**config.mk**
```make
export PLATFORM = sky130hd
export DESIGN_NAME = edge_event_bank
export DESIGN_NICKNAME = d
export VERILOG_FILES = /design/src/rtl/edge_event_bank.sv
export SDC_FILE = /design/constraint.sdc
export NUM_CORES = 1
export LEC_CHECK = 0
export ABC_CLOCK_PERIOD_IN_PS = 1550
export CELL_PAD_IN_SITES_DETAIL_PLACEMENT = 0
export CELL_PAD_IN_SITES_GLOBAL_PLACEMENT = 1
export CORE_MARGIN = 1
export CORE_UTILIZATION = 30
export DETAILED_ROUTE_END_ITERATION = 8
export PLACE_DENSITY = 0.7
export SYNTH_ARGS = -nofsm -noshare
export SYNTH_HDL_FRONTEND = slang
export SYNTH_SLANG_ARGS = --single-unit
```
**constraint.sdc**
```tcl
create_clock -name clk -period 1.55 [get_ports clk]
set_clock_uncertainty 0.1 [all_clocks]
set_input_delay 0.155 -clock clk [delete_from_list [all_inputs] [get_ports clk]]
set_output_delay 0.155 -clock clk [all_outputs]
set_load 0.02 [all_outputs]
```
**src/rtl/edge_event_bank.sv**
```systemverilog
// edge_event_bank
//
// Multi-channel edge detector for asynchronous board inputs (buttons,
// switches, external strobes). Each channel runs through a plain
// synchronizer chain, then a debounce filter that only accepts a change
// once it has persisted for DEBOUNCE_CYCLES consecutive cycles. Accepted
// changes are qualified against a per-channel edge mode. Qualified events
// drive a one-cycle strobe and a sticky pending flag.
//
// This block has no handshake and no FSM. All per-channel state (sync
// chain, debounce counter, level, pulse, pending) is visible either on the
// ports or in the named *_q registers.
//
// Parameters:
//   CHANNELS        number of independent channels (>= 1)
//   SYNC_STAGES     synchronizer flops per channel (>= 2)
//   DEBOUNCE_CYCLES cycles a synchronized change must persist (>= 1)
//   RESET_LEVEL     value loaded into sync stages and level at reset
//
// Ports:
//   clk            single clock, rising edge
//   async_reset    asynchronous active-high reset
//   signal_input   raw asynchronous inputs, bit i = channel i
//   mode           [2i+1:2i] per channel: 00 off, 01 rise, 10 fall, 11 both
//   clear          synchronous clear of pending, one bit per channel
//   level          filtered, debounced level (registered)
//   pulse          one-cycle event strobe (registered)
//   pending        sticky event flag (registered)
//   irq            OR of all pending bits (combinational)

module edge_event_bank #(
  parameter int   CHANNELS        = 4,
  parameter int   SYNC_STAGES     = 2,
  parameter int   DEBOUNCE_CYCLES = 1,
  parameter logic RESET_LEVEL     = 1'b0
) (
  input  logic                  clk,
  input  logic                  async_reset,
  input  logic [CHANNELS-1:0]   signal_input,
  input  logic [2*CHANNELS-1:0] mode,
  input  logic [CHANNELS-1:0]   clear,
  output logic [CHANNELS-1:0]   level,
  output logic [CHANNELS-1:0]   pulse,
  output logic [CHANNELS-1:0]   pending,
  output logic                  irq
);

  localparam int CNT_W = (DEBOUNCE_CYCLES > 1) ? $clog2(DEBOUNCE_CYCLES) : 1;
  localparam logic [CNT_W-1:0] CNT_LAST = CNT_W'(DEBOUNCE_CYCLES - 1);

  // Synchronizer chain: stage 0 samples the raw input, the last stage is
  // the synchronized value used by the filter.
  logic [CHANNELS-1:0] sync_q [SYNC_STAGES];
  logic [CHANNELS-1:0] sync_d [SYNC_STAGES];

  logic [CNT_W-1:0]    cnt_q  [CHANNELS];
  logic [CNT_W-1:0]    cnt_d  [CHANNELS];

  logic [CHANNELS-1:0] level_q,   level_d;
  logic [CHANNELS-1:0] pulse_q,   pulse_d;
  logic [CHANNELS-1:0] pending_q, pending_d;

  logic [CHANNELS-1:0] sync_out;
  logic [CHANNELS-1:0] rise_evt;
  logic [CHANNELS-1:0] fall_evt;

  always_comb begin
    sync_d[0] = signal_input;
    for (int s = 1; s < SYNC_STAGES; s++) begin
      sync_d[s] = sync_q[s-1];
    end
  end

  assign sync_out = sync_q[SYNC_STAGES-1];

  always_comb begin
    level_d   = level_q;
    pulse_d   = '0;
    pending_d = '0;
    rise_evt  = '0;
    fall_evt  = '0;
    for (int i = 0; i < CHANNELS; i++) begin
      cnt_d[i] = '0;
      if (sync_out[i] != level_q[i]) begin
        if (cnt_q[i] == CNT_LAST) begin
          // Change has persisted for the full window: accept it.
          level_d[i]  = sync_out[i];
          rise_evt[i] = sync_out[i];
          fall_evt[i] = ~sync_out[i];
        end else begin
          cnt_d[i] = cnt_q[i] + CNT_W'(1);
        end
      end
      // A bounce back to the old level leaves cnt_d at 0, restarting the window.
      pulse_d[i]   = (rise_evt[i] & mode[2*i]) | (fall_evt[i] & mode[2*i+1]);
      // A new event in the same cycle as clear wins so no event is lost.
      pending_d[i] = pulse_d[i] | (pending_q[i] & ~clear[i]);
    end
  end

  always_ff @(posedge clk or posedge async_reset) begin
    if (async_reset) begin
      for (int s = 0; s < SYNC_STAGES; s++) begin
        sync_q[s] <= {CHANNELS{RESET_LEVEL}};
      end
      for (int i = 0; i < CHANNELS; i++) begin
        cnt_q[i] <= '0;
      end
      level_q   <= {CHANNELS{RESET_LEVEL}};
      pulse_q   <= '0;
      pending_q <= '0;
    end else begin
      for (int s = 0; s < SYNC_STAGES; s++) begin
        sync_q[s] <= sync_d[s];
      end
      for (int i = 0; i < CHANNELS; i++) begin
        cnt_q[i] <= cnt_d[i];
      end
      level_q   <= level_d;
      pulse_q   <= pulse_d;
      pending_q <= pending_d;
    end
  end

  assign level   = level_q;
  assign pulse   = pulse_q;
  assign pending = pending_q;
  assign irq     = |pending_q;

endmodule

```
==> impl_metrics.toml, run 1 <==
[cells_and_area]
nets = 124
n_antenna_cell = 0
drive_above_1_share = 0.124
fill_cells = 216
syn2layout_area_growth_pct = 55.8

[synthesis]
async_reset_ff_frac = 1.00
yosysMostFrequentCell = "dfrtp_1"
ys_ff_latch = 20
ys.flop_type = "dfrtp_1"
synthXorXnorAreaFrac = 0
muxShareOfSynthArea = 0
ys_seq_area_frac = 0.660
yosys.area_share.adder = 0.132
avgSynthCellArea_sq_um = 13.1
synth_commonest_cells = "20 x dfrtp_1, 13 x inv_1, 8 x ha_1"
synth-edff-count = 0
synth_fp_nets = 84
ys_warn_count = 0
ys_types = 9
synth.top_cell.area_share = 0.660
netlist_area_sq_um = 758
synth_top_family_by_area = "adder cells"
synth_compound_area_frac = 0.114
synth-simple-area-share = 0.0297
synthCells = 58
synth_area_leader_cell = "dfrtp_1"
synth.area.top_cells = "dfrtp_1 66%, ha_1 13%, inv_1 6.4%"

[setup_path]
worstPathCellList = "or4_4 > buf_6"
end_kind = "output pin"
path_class = "reg2out"
cpMaxStageDelayCell = "or4_4"
arrival_ns = 1.36
crit_family = "simple AND/OR/NAND/NOR gates"
worst_setup_path_start_kind = "register"
cp_max_fo = 2
cpPeakStageDelay_ns = 0.53
worst_ep_required_time_ns = 1.29
crit_buf_inv = 1

[global_route]
first_global_vias = 554
grt_util_all_layers = 0.110
grt_first_pass_wirelength_um = 2120
grt_overflow = 0
grt_max_degree = 21
grt_antenna_before_repair = 0

[clock_tree]
cts_buffer_depth = 2
clk-insertion-delay-late_ns = 0.29
cts_setup_buffers = 0
cts.sinks = 20
h-tree-depth = 1
cts_buffers = 3
cts_tree = "yes"
root_buffer = "clkbuf_4"
cts.clk_slew.worst_paths_ns = 0.11

[status]
violations = "setup timing"
status = "finished, violations left"

[placed_design]
place.gp.congestion = 0.639
pre_cts_slack_ns = -0.132
numPortBuffers = 30

[sta]
worst_pin_slew_ns = 0.232
hold_slack_ns = 0.0578
max_freq_mhz = 620
worst_slack_ns = -0.0635
min_period_ns = 1.61
finalMaxSlewViolations = 0
slew_headroom = 0.845
tns_ns = -0.0635
setup-violations-final = 1
min_period_over_period = 1.04
hold_viol_final = 0
rsz0062_at_grt = "true"

[floorplan]
io_pins = 31
die_area_sq_um = 2730
start_util = 0.330
die_w_um = 52.3
design.core.area_sq_um = 2300
fp-row-count = 17
die_h_um = 52.3

[worst_hold_path]
hp-class = "in2async"

[routing]
wl_um = 1210
ant_nets = 0
drtIter0Drc = 2
avgRoutedWirePerCell_um = 9.70
firstDrtPassIters = 2
routed-via-count = 536
drc = 0
viasPerCell = 4.29

[power_and_ir_drop]
p_per_area_nw_per_um2 = 1560
ir_worst_vdd_uv = 703
p_leak_nw = 0.633

[run]
drv_cap = 0
-- per-layer routing --
layer | vias to the layer above | GRT usage | routed length [um]
met4 | 0 | 0.0658 | 10
li1 | 263 | - | -
met1 | 254 | 0.112 | 445
met3 | 2 | 0.0261 | 74
met2 | 17 | 0.203 | 680
met5 | - | 0 | 0
-- worst paths after layout --
check                           startpoint           to  slack [ns]  cells after the start
setup / recovery                pending[2]          irq       -0.06                      2
max in group asynchronous      async_reset     pulse[3]        1.10                      3
min in group clk           signal_input[1]    sync_d[1]        0.18                      1
hold / removal                 async_reset    sync_d[1]        0.06                      3
hold reg to reg                  sync_d[2]  sync_out[2]        0.26                      0
setup reg to reg                  level[2]   pending[2]        0.29                      3
-- placed cells by master, fill, tap and decap left out, types with 3 or more instances in the layout --
cell type	Yosys	routed
dlygate4sd2_1	0	8
a21o_1	3	3
dfrtp_1	20	20
inv_1	13	13
clkdlybuf4s50_1	0	20
clkbuf_4	0	3
nand2_1	4	4
ha_1	8	8
o21ai_0	4	4
buf_4	0	5
a22o_1	4	4
-- worst reg2reg max path, stage by stage (launching register included) --
cell and delay, ns:
dfrtp_1 0.42, ha_1 0.20, a22o_1 0.25, a21o_2 0.19
-- area by class of cell --
class | count | area [sq um] | share of cell area
Timing Repair Buffer | 35 | 332 | 0.281
Multi-Input combinational cell | 25 | 213 | 0.180
Inverter | 13 | 48.8 | 0.0413
Clock inverter | 1 | 30.0 | 0.0254
Clock buffer | 3 | 22.5 | 0.0191
Sequential cell | 20 | 500 | 0.424
Tap cell | 28 | 35.0 | 0.0297
-- metrics by stage --
stage / utilization / cell area (sq um) / instances / total power [mW]
after floorplan: - / 758 / 58 / 1.09
after global placement: 0.492 / 1130 / 121 / 1.48
after detailed placement: 0.492 / 1130 / 121 / 1.51
after CTS: 0.513 / 1180 / 125 / 1.88
after global routing: 0.514 / 1180 / 125 / 1.98
final: 0.514 / 1180 / 125 / 1.84
-- cell families after synthesis --
logic type,count (synthesis)
flip-flops,20
buffers and inverters,13
AO/OA/AOI/OAI,12
adder cells (fa/ha/maj),8
AND/OR/NAND/NOR,5
-- registers in the layout, summed over array words and instances, names as in the netlist --
signal / count
level: 4
pending: 4
pulse: 4
sync_d: 4
sync_out: 4
-- what timing repair did --
item | 4_1_cts | 5_1_grt
cloned | 0 | 0
resized for setup | 15 | 1
hold buffers | 0 | 0
pin swaps | 1 | 1
endpoints found under the setup margin | 9 | 2
-- where the power goes --
group          internal [mW]  switching, mW  leakage, nW  total, mW
logic                  0.348          0.355        0.362      0.703
clock network          0.261          0.153       0.0279      0.415
registers              0.648         0.0774        0.243      0.725
No activity file was read; power rests on OpenSTA's default activity.
==> inputs of run 2 (changes only) <==
--- a/config.mk
+++ b/config.mk
@@ -9,9 +9,10 @@
 export CELL_PAD_IN_SITES_DETAIL_PLACEMENT = 0
 export CELL_PAD_IN_SITES_GLOBAL_PLACEMENT = 1
 export CORE_MARGIN = 1
-export CORE_UTILIZATION = 30
+export CORE_UTILIZATION = 31
+export CTS_CLUSTER_DIAMETER = 150
 export DETAILED_ROUTE_END_ITERATION = 8
-export PLACE_DENSITY = 0.7
+export PLACE_DENSITY = 0.72
 export SYNTH_ARGS = -nofsm -noshare
 export SYNTH_HDL_FRONTEND = slang
 export SYNTH_SLANG_ARGS = --single-unit
==> impl_metrics.toml, run 2 (synthesis gave the netlist of run 1 again) <==
[status]
status = "finished, violations left"
violations = "setup timing"

[cells_and_area]
final_util = 0.514
n_antenna_cell = 0
fill_cells = 231
nets = 123
final_common_cell = "clkdlybuf4s50_1"
drive_above_1_share = 0.115
fin_area_sq_um = 1160
mostFrequentLayoutCells = "21 x clkdlybuf4s50_1, 20 x dfrtp_1, 13 x inv_1, 8 x ha_1, 7 x dlygate4sd2_1"
syn2layout_area_growth_pct = 52.8

[global_route]
first_global_vias = 535
grt_max_degree = 21
grt_antenna_before_repair = 0
grt_overflow = 0
grt_util_all_layers = 0.111
grt_first_pass_wirelength_um = 2170

[clock_tree]
cts_buffers = 3
cts.sinks = 20
root_buffer = "clkbuf_4"
cts_tree = "yes"
clk-insertion-delay-late_ns = 0.28
h-tree-depth = 1
cts_hold_buf = 0
cts.clk_slew.worst_paths_ns = 0.10
cts_buffer_depth = 2

[sta]
min_period_over_period = 1.03
worst_slack_ns = -0.0529
max_freq_mhz = 624
setup-violations-final = 1
min_period_ns = 1.60
hold_viol_final = 0
worst_pin_slew_ns = 0.243
rsz0062_at_grt = "true"
slew_headroom = 0.838
finalMaxSlewViolations = 0

[floorplan]
fp-row-count = 17
die_area_sq_um = 2650
io_pins = 31
die_h_um = 51.5
start_util = 0.336
design.core.area_sq_um = 2250
die_w_um = 51.5

[setup_path]
end_kind = "output pin"
worst_ep_required_time_ns = 1.29
worst_setup_path_start_kind = "register"
path_class = "reg2out"
arrival_ns = 1.35
cp_max_fo = 2

[routing]
viasPerCell = 4.11
routed-via-count = 510
avgRoutedWirePerCell_um = 9.32
ant_nets = 0
wl_um = 1160
drtIter0Drc = 0
drc = 0
firstDrtPassIters = 1

[worst_hold_path]
hp-class = "in2async"

[power_and_ir_drop]
p_per_area_nw_per_um2 = 1460
ir_worst_vdd_uv = 704
p_leak_nw = 0.616

[run]
drv_cap = 0

[placed_design]
place.gp.congestion = 0.621
dpl.hpwl_um = 938
numPortBuffers = 30
dpl_cell_area_sq_um = 1120
[run 2: timing repair]
| item | 4_1_cts | 5_1_grt |
|---|---|---|
| setup endpoints to repair | 8 | 2 |
| buffers inserted | 0 | 0 |
| gates resized for setup | 14 | 1 |
| pin swaps | 1 | 1 |
| hold endpoints to repair | 0 | 0 |
[run 2: layer usage]
layer	track usage	vias to the layer above	wire (um)
met5	0	-	0
li1	-	265	-
met1	0.133	223	520
met3	0.0357	0	126
met4	0.0405	0	0
met2	0.184	22	509
[run 2: per-stage QoR]
stage	total power, mW	instances	setup TNS, ns	hold WS (ns)	setup slack, ns
final	1.69	124	-0.0529	0.0728	-0.0529
after global routing	1.84	124	-0.110	0.0832	-0.110
after CTS	1.73	124	-0.0822	0.0665	-0.0822
after detailed placement	1.48	120	-0.146	0.235	-0.146
after global placement	1.47	120	-0.122	0.233	-0.122
after floorplan	1.09	58	0	0.0188	0.199
[run 2: final timing paths]
path / endpoint / start / slack, ns / cells after the start
min in group clk: sync_d[1] / signal_input[1] / 0.20 / 1
worst max register to register: pending[2] / level[2] / 0.30 / 3
worst max-delay path: irq / pending[3] / -0.05 / 2
worst min-delay path: sync_out[1] / async_reset / 0.07 / 3
max in group asynchronous: sync_d[2] / async_reset / 1.08 / 3
worst min register to register: sync_out[3] / sync_d[3] / 0.26 / 0
[run 2: power by group]
group	switching, mW	internal, mW
clock network	0.137	0.143
registers	0.0784	0.648
logic	0.340	0.342
[run 2: worst max-delay path, stage by stage (launching register included)]
cell and delay (ns):
dfrtp_1 0.39, or4_4 0.53, buf_6 0.15
[run 2: cell type report]
class | instances | area [sq um] | area share
multi-input combinational | 25 | 213 | 0.184
sequential | 20 | 500 | 0.432
clock buffer | 4 | 36.3 | 0.0313
tap | 28 | 35.0 | 0.0302
inverter | 13 | 48.8 | 0.0421
timing repair buffer | 34 | 325 | 0.281
==> inputs of run 3 (changes only) <==
--- a/config.mk
+++ b/config.mk
@@ -11,6 +11,7 @@
 export CORE_MARGIN = 1
 export CORE_UTILIZATION = 31
 export CTS_CLUSTER_DIAMETER = 150
+export CTS_CLUSTER_SIZE = 25
 export DETAILED_ROUTE_END_ITERATION = 8
 export PLACE_DENSITY = 0.72
 export SYNTH_ARGS = -nofsm -noshare
==> results of run 3 <==
Final layout, timing and power as in run 2 (identical DEF).
==> variant 1: new RTL, settings of run 2 <==
Reset style: synchronous (`async_reset`), changed in one clocked block. Comments in the files are not updated.
--- a/src/rtl/edge_event_bank.sv
+++ b/src/rtl/edge_event_bank.sv
@@ -99,5 +99,5 @@
   end
 
-  always_ff @(posedge clk or posedge async_reset) begin
+  always_ff @(posedge clk) begin
     if (async_reset) begin
       for (int s = 0; s < SYNC_STAGES; s++) begin
Behaviour: differs if async_reset is asserted again (counterexample within 4 cycles, from zero or initial values and one cycle with async_reset high); with async_reset held inactive, the same outputs for 10 cycles.
==> variant 1 against run 2 <==
Setup slack better by 0.063 ns. Sequential cell count stayed put. Cell count is 8.9% higher. Routed wire length is 4.6% higher. Final area is 1.5% lower. Synthesized area is 2.0% lower. Critical path type unchanged. Largest cell class unchanged.
Power is not compared: it rests on default switching activity, and its combinational part moved more than twofold at a synthesized area within 25%.
==> variant 1: results (changes against run 2) <==
STA
  – Tmin final: 1.54 ns (was 1.60 ns)
  – Worst-margin pin slew: 0.228 ns (was 0.243 ns)

Global route
  – Vias in the first global route: 485 (was 535)
  – Largest net degree at the start of global routing: 12 (was 21)
  – Met2 usage: 15.6% (was 18.4%)
  – GR Layer Usage met1: 12.4% (was 13.3%)
  – Tot GR Track Use: 10.4% (was 11.1%)
  – First-pass GRT wire length: 1960 microns (was 2170 microns)
  – Met3 Use GR: 2.68% (was 3.57%)

Clocking
  – Postcts setup bufs: 0 (unchanged)
  – Clk pin slew, worst setup/hold paths: 0.11 ns
  – CTS sink cnt: 20 (unchanged)
  – Total of cells resized after clock tree synthesis: 10 (was 14)

Logic synthesis
  – Area share of fa/ha/maj cells after synthesis: 13.5% (was 13.2%)
  – Commonest cells post-synth: 20 x dfxtp_1, 8 x ha_1, 8 x inv_1, 8 x nor2_1, 7 x nor2b_1 (was 20 x dfrtp_1, 13 x inv_1, 8 x ha_1)
  – Register area share after synthesis: 53.9% (was 66.0%)
  – Post-synthesis mux area share: 5.39% (was 0%)
  – Top_reg_cell synth: dfxtp_1 (was dfrtp_1)
  – Count of different cell masters after synthesis: 13 (was 9)
  – Compound-Gate Fraction of Synth Area: 6.73% (was 11.4%)
  – Synth area leaders: dfxtp_1 54%, ha_1 13%, nor2b_1 5.9% (was dfrtp_1 66%, ha_1 13%, inv_1 6.4%)
  – Post-Syn Nets: 97 (was 84)

Critical path
  – R2R setup slack: 0.39 ns (was 0.30 ns)
  – RR Startpoint: level[0]$_SDFFE_PP0P_ (was level[2]$_DFFE_PP0P_)
  – Reg2reg path depth: 4 (was 3)
  – CP Launch Point: pending[2]$_SDFF_PP0_ (was pending[3]$_DFF_PP0_)
  – RR Endpoint: pending[0]$_SDFF_PP0_ (was pending[2]$_DFF_PP0_)
  – Crit path DAT: 1.29 ns (was 1.35 ns)

Outcome
  – Outcome: finished, final reports clean (was finished, violations left)

Finish
  – Nets@finish: 134 (was 123)
  – Share of cells above drive strength 1: 10.3% (was 11.5%)
  – FILL cells: 210 (was 231)

Drt
  – Initial DRC Count: 6 (was 0)
  – Avg WL per Cell: 8.96 microns (was 9.32 microns)
  – Metal2 WL: 561 microns (was 509 microns)
  – Pre-antenna DRT Iters: 4 (was 1)
  – M1 wire length: 550 microns (was 520 microns)
  – Detailed-route via count: 563 (was 510)
  – Top Metal Used: met4 (was met3)

Placed design
  – Worst slack, placed: -0.0367 ns (was -0.146 ns)
  – Dpl cell area: 1100 sq um (was 1120 sq um)
  – Final HPWL DP: 964 microns (was 938 microns)

Hold path
  – HP Start: signal_input[2]
  – Hold Crit Class: primary input to register (was primary input to async pin)

Pwr
  – Clk pwr share: 30.9%
  – Combinational Power Share: 12.2%
==> variant 1: changes by cell type in the layout (fill, tap and decap cells not counted), moves of 5 or more <==
| cell | before | now |
|---|---|---|
| dfrtp_1 | 20 | 0 |
| nor2_1 | 0 | 8 |
| inv_1 | 13 | 8 |
| nor2b_1 | 0 | 7 |
| dfxtp_1 | 0 | 19 |
==> variant 1: metrics by stage <==
step	total power (W)	cells	utilization (%)	hold WS, ns	TNS (ns)
global placement	0.000665	131	49.3	0.318	-0.0370
global route	0.000999	135	51.1	0.287	-0.0409
detailed placement	0.000666	131	49.3	0.323	-0.0367
finish	0.000947	135	51.1	0.306	0
floorplan	0.000594	71	-	0.180	0
CTS	0.000954	135	50.4	0.298	0
==> variant 1: final cells by class <==
class	instances	area share, %
clock buffer	4	3.18
inverter	8	2.63
multi-input combinational	41	27.1
sequential	20	35.2
tap	28	3.07
timing repair buffer	34	28.8
==> variant 2: new RTL, config.mk and constraints of run 2 <==
Without the edit above. Change the parameter `RESET_LEVEL` from 1'b0 to 1'b1.
--- a/src/rtl/edge_event_bank.sv
+++ b/src/rtl/edge_event_bank.sv
@@ -33,5 +33,5 @@
   parameter int   SYNC_STAGES     = 2,
   parameter int   DEBOUNCE_CYCLES = 1,
-  parameter logic RESET_LEVEL     = 1'b0
+  parameter logic RESET_LEVEL     = 1'b1
 ) (
   input  logic                  clk,
Check against the original RTL: not equivalent (a bounded check fails within 4 cycles, from zero or initial values and one cycle with async_reset high).
==> variant 2 against run 2 <==
The run still ends with setup timing left. Non-clock buffer count grew 1. Synthesized area grew 2.0%. Die area grew 1.9%. Utilization grew 0.34 points. Total power grew 4.8%. Routed wire length grew 9.3%. Sequential cell count is the same. Combinational power grew 2%. Setup slack lost 0.015 ns. Final area grew 1.6%. Critical path type unchanged. Largest cell class unchanged.
==> variant 2: results (changes against run 2) <==
Outcome
  – Outcome: finished, violations left (unchanged)
  – Failing checks: setup timing (unchanged)

Placed design
  – Worst slack, placed: -0.123 ns (was -0.146 ns)
  – Dpl cell area: 1150 sq um (was 1120 sq um)
  – Final HPWL DP: 989 microns (was 938 microns)
  – Placer Congestion: 0.642 (was 0.621)

Logic synthesis
  – Area share of fa/ha/maj cells after synthesis: 12.9% (was 13.2%)
  – Register area share after synthesis: 66.7% (was 66.0%)
  – Commonest cells post-synth: 13 x inv_1, 12 x dfstp_2, 8 x dfrtp_1, 8 x ha_1 (was 20 x dfrtp_1, 13 x inv_1, 8 x ha_1)
  – Average cell area after synthesis: 13.3 sq um (was 13.1 sq um)
  – Compound-Gate Fraction of Synth Area: 11.2% (was 11.4%)
  – Top_reg_cell synth: dfstp_2 (was dfrtp_1)
  – Synth area leaders: dfstp_2 41%, dfrtp_1 26%, ha_1 13% (was dfrtp_1 66%, ha_1 13%, inv_1 6.4%)
  – Count of different cell masters after synthesis: 10 (was 9)

Finish
  – Nets@finish: 124 (was 123)
  – Fin cells: 125 (was 124)
  – Share of cells above drive strength 1: 24.7% (was 11.5%)

Drt
  – Initial DRC Count: 5 (was 0)
  – Vias per cell: 4.36 (was 4.11)
  – Avg WL per Cell: 10.1 microns (was 9.32 microns)
  – Pre-antenna DRT Iters: 2 (was 1)

Critical path
  – R2R setup slack: 0.15 ns (was 0.30 ns)
  – CP Capture Point: irq (unchanged)
  – Worst path max stage delay: 0.53 ns (about the same)
  – RR Startpoint: sync_out[2]$_DFF_PP1_ (was level[2]$_DFFE_PP0P_)
  – CP max stage cell: or4_4 (unchanged)
  – Reg2reg path depth: 4 (was 3)
  – CP Launch Point: pending[2]$_DFF_PP0_ (was pending[3]$_DFF_PP0_)

STA
  – Final WS setup: -0.0683 ns (was -0.0529 ns)
  – Worst-margin pin slew: 0.244 ns (was 0.243 ns)
  – Setup tns final: -0.0683 ns (was -0.0529 ns)
  – Hold WS: 0.0604 ns (was 0.0728 ns)
  – # setup viols final: 1 (unchanged)

Global route
  – First-pass GRT wire length: 1930 microns (was 2170 microns)
  – Tot GR Track Use: 10.3% (was 11.1%)
  – Vias in the first global route: 483 (was 535)

Clocking
  – CTS root buffer: clkbuf_4 (unchanged)
  – Clk_lat worst skew: 0.29 ns

Hold path
  – Hold Crit Class: primary input to async pin (unchanged)

Pwr
  – Leak: 0.596 nW (was 0.616 nW)
  – Int Pwr: 0.00119 W (was 0.00113 W)
  – Max IR drop VDD: 0.793 mV (was 0.704 mV)
-- variant 2: cell count changes in the layout (fill, tap and decap cells not counted), sizes merged --
| cell | delta |
|---|---|
| dlygate4sd2 | +1 |
| dlymetal6s2s | -1 |
| dfstp | +12 |
| dfrtp | -12 |
| buf | +1 |
-- variant 2: final cells by class --
class                      instances  area, sq um
multi-input combinational         25          213
tap                               28         35.0
timing repair buffer              35          329
clock buffer                       4         36.3
fill                             214         1100
inverter                          13         48.8
sequential                        20          515
-- variant 2: cells by family (layout without fill, tap and decap cells) --
family,Yosys count,after routing
simple gates,5,5
flops,20,20
compound gates,12,12
buf+inv,13,52
fa+ha+maj,8,8
-- variant 2: worst max-delay path, delay by kind of cell, from the launching register on --
family        cells  cell delay, ns
buf+inv           1            0.15
flops             1            0.39
simple gates      1            0.53
-- variant 2: what timing repair did --
action / CTS / global route
endpoints found under the setup margin: 9 / 1
setup buffers: 0 / 0
hold endpoints to repair: 0 / 0
resized for setup: 12 / 3
-- variant 2: per-layer routing --
metal	track usage [%]	wire length, microns	vias up
met4	9.46	10	0
met3	1.75	82	2
met2	16.2	625	19
met5	0	0	-
met1	11.7	546	262
li1	-	-	262
-- variant 2: power groups by stage --
stage	registers, W	logic [W]	clock network (W)
floorplan	0.000938	0.000209	0
global placement	0.000782	0.000747	0
detailed placement	0.000791	0.000758	0
CTS	0.000780	0.000686	0.000316
global route	0.000796	0.000760	0.000329
finish	0.000781	0.000694	0.000296
